--- config.mk ---
export PLATFORM = sky130hd
export DESIGN_NAME = apb_timer
export DESIGN_NICKNAME = d
export VERILOG_FILES = /design/src/rtl/apb_timer.sv
export SDC_FILE = /design/constraint.sdc
export NUM_CORES = 1
export LEC_CHECK = 0
export BUFFER_PORTS_ARGS = -buffer_cell sky130_fd_sc_hd__buf_2
export CAP_MARGIN = 20
export CORE_MARGIN = 4
export CORE_UTILIZATION = 35
export DETAILED_ROUTE_END_ITERATION = 7
export SYNTH_ARGS = -nofsm -noshare
export SYNTH_HDL_FRONTEND = slang
export SYNTH_SLANG_ARGS = --single-unit
--- constraint.sdc ---
create_clock -name clk -period 2.2 [get_ports clk]
set_input_delay 0.66 -clock clk [delete_from_list [all_inputs] [get_ports clk]]
set_output_delay 0.66 -clock clk [all_outputs]
set_load 0.01 [all_outputs]
--- src/rtl/apb_timer.sv ---
// apb_timer: 16-bit programmable interval timer on the 8-bit io APB bus.
// 8-bit prescaler, 16-bit up-counter with equality compare against LIMIT,
// optional auto-reload and a registered level interrupt. APB accesses take
// one wait state (pready is registered).
// Optional capture input is enabled by defining APB_TIMER_CAPTURE_EN.
module apb_timer #(
  parameter logic [7:0]  PRESCALE_RESET = 8'h00,
  parameter logic [15:0] LIMIT_RESET    = 16'hFFFF
) (
  input  logic       clk,
  input  logic       n_rst,
  input  logic [3:0] bus_if_paddr,
  input  logic       bus_if_psel,
  input  logic       bus_if_penable,
  input  logic       bus_if_pwrite,
  input  logic [7:0] bus_if_pwdata,
  output logic [7:0] bus_if_prdata,
  output logic       bus_if_pready,
  input  logic       capture,
  output logic       interrupt
);

  logic        en;
  logic        auto_reload;
  logic        irq_en;
  logic        pend;
  logic        capt;
  logic [15:0] limit;
  logic [7:0]  limit_hold;
  logic [7:0]  prescale;
  logic [7:0]  pcnt;
  logic [15:0] count;
  logic [7:0]  count_snap;
  logic [15:0] capture_val;
  logic [7:0]  rdata;

  logic access;
  logic rd_phase;
  logic wr_commit;
  logic wr_ctrl;
  logic wr_status;
  logic tick;
  logic expire;

  // Transfer phase decode and counter events
  always_comb begin
    access    = bus_if_psel & bus_if_penable;
    rd_phase  = access & ~bus_if_pready;
    wr_commit = access & bus_if_pready & bus_if_pwrite;
    wr_ctrl   = wr_commit & (bus_if_paddr == 4'd0);
    wr_status = wr_commit & (bus_if_paddr == 4'd1);
    tick      = en & (pcnt == 8'd0);
    expire    = tick & (count == limit);
  end

  // Read data multiplexer
  always_comb begin
    rdata = 8'h00;
    case (bus_if_paddr)
      4'd0: rdata = {5'b0, irq_en, auto_reload, en};
      4'd1: rdata = {6'b0, capt, pend};
      4'd2: rdata = limit[7:0];
      4'd3: rdata = limit[15:8];
      4'd4: rdata = count[7:0];
      4'd5: rdata = count_snap;
      4'd6: rdata = prescale;
      4'd8: rdata = capture_val[7:0];
      4'd9: rdata = capture_val[15:8];
      default: rdata = 8'h00;
    endcase
  end

  // APB handshake: read data and the COUNT_HI snapshot are taken together so
  // a LO-then-HI read pair is coherent across a carry
  always_ff @(posedge clk) begin
    if (!n_rst) begin
      bus_if_pready <= 1'b0;
      bus_if_prdata <= 8'h00;
      count_snap    <= 8'h00;
    end else begin
      bus_if_pready <= rd_phase;
      if (rd_phase) bus_if_prdata <= rdata;
      if (rd_phase && !bus_if_pwrite && bus_if_paddr == 4'd4)
        count_snap <= count[15:8];
    end
  end

  // Configuration registers; LIMIT is committed atomically on the HI write
  always_ff @(posedge clk) begin
    if (!n_rst) begin
      limit      <= LIMIT_RESET;
      limit_hold <= 8'h00;
      prescale   <= PRESCALE_RESET;
    end else if (wr_commit) begin
      case (bus_if_paddr)
        4'd2: limit_hold <= bus_if_pwdata;
        4'd3: limit      <= {bus_if_pwdata, limit_hold};
        4'd6: prescale   <= bus_if_pwdata;
        default: ;
      endcase
    end
  end

  // Prescaler, counter, control bits and pending flag; later assignments
  // give the CTRL write priority over an expiry, and PEND set over W1C
  always_ff @(posedge clk) begin
    if (!n_rst) begin
      en          <= 1'b0;
      auto_reload <= 1'b0;
      irq_en      <= 1'b0;
      pend        <= 1'b0;
      pcnt        <= 8'h00;
      count       <= 16'h0000;
    end else begin
      if (en) begin
        if (pcnt == 8'd0) begin
          pcnt  <= prescale;
          count <= (count == limit) ? 16'h0000 : count + 16'd1;
        end else begin
          pcnt <= pcnt - 8'd1;
        end
      end
      if (expire && !auto_reload) en <= 1'b0;
      if (wr_ctrl) begin
        en          <= bus_if_pwdata[0];
        auto_reload <= bus_if_pwdata[1];
        irq_en      <= bus_if_pwdata[2];
        if (bus_if_pwdata[0] && !en) begin
          count <= 16'h0000;
          pcnt  <= prescale;
        end
      end
      if (expire) pend <= 1'b1;
      else if (wr_status && bus_if_pwdata[0]) pend <= 1'b0;
    end
  end

  // Registered level interrupt
  always_ff @(posedge clk) begin
    if (!n_rst) interrupt <= 1'b0;
    else        interrupt <= pend & irq_en;
  end

`ifdef APB_TIMER_CAPTURE_EN
  logic sync1;
  logic sync2;
  logic sync3;

  // Two-flop synchronizer, rising-edge detect and count capture
  always_ff @(posedge clk) begin
    if (!n_rst) begin
      sync1       <= 1'b0;
      sync2       <= 1'b0;
      sync3       <= 1'b0;
      capt        <= 1'b0;
      capture_val <= 16'h0000;
    end else begin
      sync1 <= capture;
      sync2 <= sync1;
      sync3 <= sync2;
      if (sync2 && !sync3) begin
        capture_val <= count;
        capt        <= 1'b1;
      end else if (wr_status && bus_if_pwdata[1]) begin
        capt <= 1'b0;
      end
    end
  end
`else
  logic capture_unused;
  assign capture_unused = capture;
  assign capt           = 1'b0;
  assign capture_val    = 16'h0000;
`endif

endmodule

Word-level counts from Yosys, hierarchy flattened
Cells that the tools add are included.
{"block": "classes", "n_addsub": 2, "n_eq_ne": 7, "mux": 14, "bitwise": 10, "reduce_logical": 15}
{"operator": "2-to-1 mux 16 bit", "n": 5}
{"operator": "one-hot mux 8 bit (7 select lines)", "n": 1}
{"operator": "2-to-1 mux 8 bit", "n": 4}
{"operator": "adder 16 x 1 -> 16 bit (second input constant)", "n": 1}
{"operator": "equality test 16 bit", "n": 1}
{"operator": "equality test 4 x 3 -> 1 bit (second input constant)", "n": 3}
{"operator": "AND 1 bit", "n": 9}
{"operator": "equality test 4 x 2 -> 1 bit (second input constant)", "n": 2}
{"operator": "logical NOT 8 bit", "n": 1}
{"operator": "subtractor 8 x 1 -> 8 bit (second input constant)", "n": 1}
{"operator": "AND reduction 2 bit", "n": 3}
{"operator": "logical AND 1 bit", "n": 5}
{"operator": "equality test 4 x 1 -> 1 bit (second input constant)", "n": 1}
{"operator": "logical NOT 4 bit", "n": 1}
{"operator": "2-to-1 mux 1 bit", "n": 4}
{"operator": "nonzero test 2 bit", "n": 2}
{"operator": "logical NOT 1 bit", "n": 3}
{"operator": "NOT 1 bit", "n": 1}
{"block": "totals", "reg_bits": 78, "in_bits": 18, "wordCells": 61}

Depth between registers and ports, before layout
{"block": "depth", "ltp_word": 7, "depth_mapped": 8, "ltp_nobuf": 7}

Worst setup path after synthesis
No wires, ideal clock.
{"block": "synth_timing", "kind": "input port to flip-flop", "from": "input bus_if_paddr[0]", "to": "register pcnt[3]", "setup_ps": 138, "t_arrival_ps": 1823, "required_ps": 2062, "slack_ps": 239, "stages": 7, "path_cell_list": "nor3_2 > and3_1 > clkbuf_1 > a21oi_1 > clkbuf_1 > nor2_1 > a211oi_1"}
{"block": "synth_via", "elab_chain_cells": 3}
{"item": "start, declared", "line_no": "12", "source": "input logic [3:0] bus_if_paddr,"}
{"item": "logical NOT 4 bit", "line_no": "50", "source": "wr_ctrl = wr_commit & (bus_if_paddr == 4'd0);"}
{"item": "AND 1 bit", "line_no": "50"}
{"item": "2-to-1 mux 8 bit", "line_no": "124", "source": "if (wr_ctrl) begin"}
{"item": "end signal, assigned", "line_no": "117", "source": "pcnt <= prescale;"}
{"item": "end signal, assigned", "line_no": "120", "source": "pcnt <= pcnt - 8'd1;"}
{"item": "end signal, assigned", "line_no": "130", "source": "pcnt <= prescale;"}
{"item": "end, declared", "line_no": "31", "source": "logic [7:0] pcnt;"}
No other way between the ends.
A chain may end at the register's enable or synchronous reset.

Final worst setup path
{"block": "layout_timing", "from": "register pcnt[0]", "to": "register count[8]"}
{"block": "layout_via", "elab_chain_cells": 5}
{"item": "logical NOT 8 bit (*)", "line_no": "116", "source": "if (pcnt == 8'd0) begin"}
{"item": "2-to-1 mux 16 bit (*)", "line_no": "116"}
{"item": "2-to-1 mux 16 bit (*)", "line_no": "115", "source": "if (en) begin"}
{"item": "2-to-1 mux 16 bit", "line_no": "128", "source": "if (bus_if_pwdata[0] && !en) begin"}
{"item": "2-to-1 mux 16 bit (*)", "line_no": "124"}
{"item": "end signal, assigned", "line_no": "118", "source": "count <= (count == limit) ? 16'h0000 : count + 16'd1;"}
{"item": "end, declared", "line_no": "32", "source": "logic [15:0] count;"}
Mark *: on every way between the ends. The rest lies on a longest branch, timed or not.

==> reports/qor.yml <==
run:
  maxCapViolations: 0
placed_design:
  place_hpwl_um: 7360
  post-place-ws_ns: 0.0760
  port_buffers: 26
  gp_congestion: 0.849
min_path:
  hold_path.class: "flip-flop to flip-flop"
  hp-start: "bus_if_prdata[2]"
routing:
  viasPerCell: 5.14
  drt-total-wl_um: 9670
  vias: 3193
  drtPass1Iterations: 5
  drc: 0
  drtIter0Drc: 214
  antenna_left: 0
  wire_per_inst_um: 15.6
power_and_ir_drop:
  power_frac_comb: 0.062
  clkPwrFrac: 0.388
  sequentialPowerShare: 0.550
  powerDensity_nw_per_um2: 600
  worst_ir_drop_vdd_mv: 0.301
  switchingPower_mw: 0.684
  p_int_mw: 1.90
  swShare: 0.264
  power_leakage_nw: 1.69
grt:
  grt_max_degree: 21
  grt-ovfl-total: 0
  track_usage: 0.161
  antenna_found_initial: 0
  grt_pass1_vias: 3137
  grt_pass1_wl_um: 16000
die:
  row_count: 37
  die_area_um2: 12400
  die_x_um: 111
  fp.dieH_um: 111
  io_pins: 28
  initial_core_util: 0.361
  core_um2: 10300
yosys:
  mappedNetlistArea_um2: 3720
  yosys.area.top_type: "dfxtp_1"
  synth-edff-count: 0
  ys_types: 51
  avgSynthCellArea_um2: 8.50
  ys_top_cells_by_area: "dfxtp_1, nand2_1, xor2_1, nor2_1, mux2i_1"
  synthesis.instances: 438
  async_reset_ff_frac: 0
  ys_ff_latch: 78
  syn-num-nets: 458
  ys.flop_type: "dfxtp_1"
  synth-seq-area-share: 0.419
  ys_warn_count: 0
  synth_top_area_frac: 0.419
sta:
  fmax_ghz: 0.492
  fin_setup_tns_ns: 0
  min_period_over_period: 0.923
  period_needed_ns: 2.03
  tightest_slew_ns: 0.565
  hold_violations: 0
  setup_ws_ns: 0.169
  fin_skew_ns: 0.0110
  maxSlewViolCount: 0
  slew_headroom: 0.623
  rsz0062_at_grt: "no"
  setup_viol: 0
critical_path:
  crit_chain: "inv_1 -> ha_1 -> or4bb_4 -> nor4_4 -> and4_1 -> xnor2_1 -> nor2_2"
  cpLargestDelayFamily: "simple AND/OR/NAND/NOR gates"
  critPathRequiredTime_ns: 2.44
  worstPathMaxFanout: 5
  end_kind: "flip-flop"
  startpoint: "pcnt[0]"
  max_stage_delay_ns: 0.52
  critPathSlowestCell: "or4bb_4"
  cp_num_buf_inv: 1
  crit_arrival_ns: 2.27
  timing_worst_setup_path_type: "flip-flop to flip-flop"
  r2r_start: "pcnt[0]"
  worst_setup_path_start_kind: "flip-flop"
clock_network:
  cts_buffers: 9
  insertion_delay_ns: 0.36
  cts_setup_buffers: 0
  cts_root_buf: "clkbuf_8"
  cts.clk_slew.worst_paths_ns: 0.09
  cts_max_path_buffers: 2
  cts.sinks: 78
  cts_tree: "built"
  cts_htree_levels: 3
final_layout:
  nets: 500
  final_layout_size_suffix_gt1_frac: 0.177
  num_antenna_cells: 0
  fillCellCount: 1017
  syn2layout_area_growth_pct: 15.8
  post-route-util: 0.418
  final_common_cell: "dfxtp_1"
  final_cell_mix: "dfxtp_1, nand2_1, nor2_1, nand3_1, buf_4"
run_status:
  status: "completed"
## cells by family after synthesis
family / synth area share
AO/OA/AOI/OAI: 0.129
adder cells (fa/ha/maj): 0.00672
buffers and inverters: 0.0443
XOR/XNOR: 0.0752
multiplexers: 0.0571
flip-flops: 0.419
AND/OR/NAND/NOR: 0.268
## power groups by stage
| stage | sequential (mW) | clock (mW) | combinational [mW] |
|---|---|---|---|
| floorplan | 1.46 | 0 | 0.0905 |
| global placement | 1.46 | 0 | 0.158 |
| detailed placement | 1.46 | 0 | 0.160 |
| CTS | 1.42 | 1.02 | 0.160 |
| global route | 1.43 | 1.09 | 0.175 |
| finish | 1.42 | 1.00 | 0.160 |
## path summary, 6_finish.rpt
kind	end	slack (ns)	cells after the start
worst min-delay path	bus_if_prdata[2]	0.46	2
worst min register to register	bus_if_prdata[2]	0.46	2
worst max register to register	count[8]	0.17	7
worst max-delay path	count[8]	0.17	7
## cell usage after synthesis, types with 4 or more instances
cell type   n
a222oi_1    4
clkbuf_1   18
nor2_1     53
o21ai_0     5
inv_1       5
dfxtp_1    78
nand2_1    73
nor4_1      5
xnor2_1     7
a211oi_1    4
a2bb2oi_1   4
and3_1      6
nor3_1      6
nand3_1    32
xor2_1     25
mux2i_1    19
a22oi_1     5
nor2b_1     5
a22o_1     14
a21oi_1    20
## per-layer routing
layer,GRT usage,up-vias,part of all wire
met5,0,-,0
met4,0.0560,0,0.016
met3,0.0278,14,0.049
met2,0.253,81,0.45
met1,0.223,1493,0.49
li1,-,1605,-
## per-stage QoR
stage	hold slack, ns	cells	power, mW	instance area (um2)
after CTS	0.461	621	2.60	4310
after global routing	0.486	621	2.69	4310
after floorplan	0.440	438	1.55	3720
after global placement	0.446	605	1.62	4130
final	0.456	621	2.59	4310
after detailed placement	0.449	605	1.62	4130
## tightest hold or removal path: cells and delay by family, from the launching register on
family	cells	cell delay, ns
simple gates	1	0.05
flops	1	0.32
compound gates	1	0.05
## sequential cells by signal (all words and copies together) (netlist names)
name           count
auto_reload        1
pcnt               8
count_snap         8
pend               1
bus_if_pready      1
en                 1
bus_if_prdata      8
limit_hold         8
irq_en             1
limit             16
interrupt          1
prescale           8
count             16
## final cells by class
class                      instances  area, um2  share of cell area
tap                              136        170              0.0395
multi-input combinational        328       2000               0.464
timing repair buffer              57        375              0.0871
inverter                           6       22.5             0.00522
sequential                        78       1560               0.362
clock buffer                       9        124              0.0287
clock inverter                     7       57.6              0.0133
## repair_timing
| action | 4_1_cts | 5_1_grt |
|---|---|---|
| resized for setup | 0 | 1 |
| hold buffers | 0 | 0 |
| setup endpoints to repair | 0 | 1 |
Note: power is estimated with default switching activity, not from simulation.
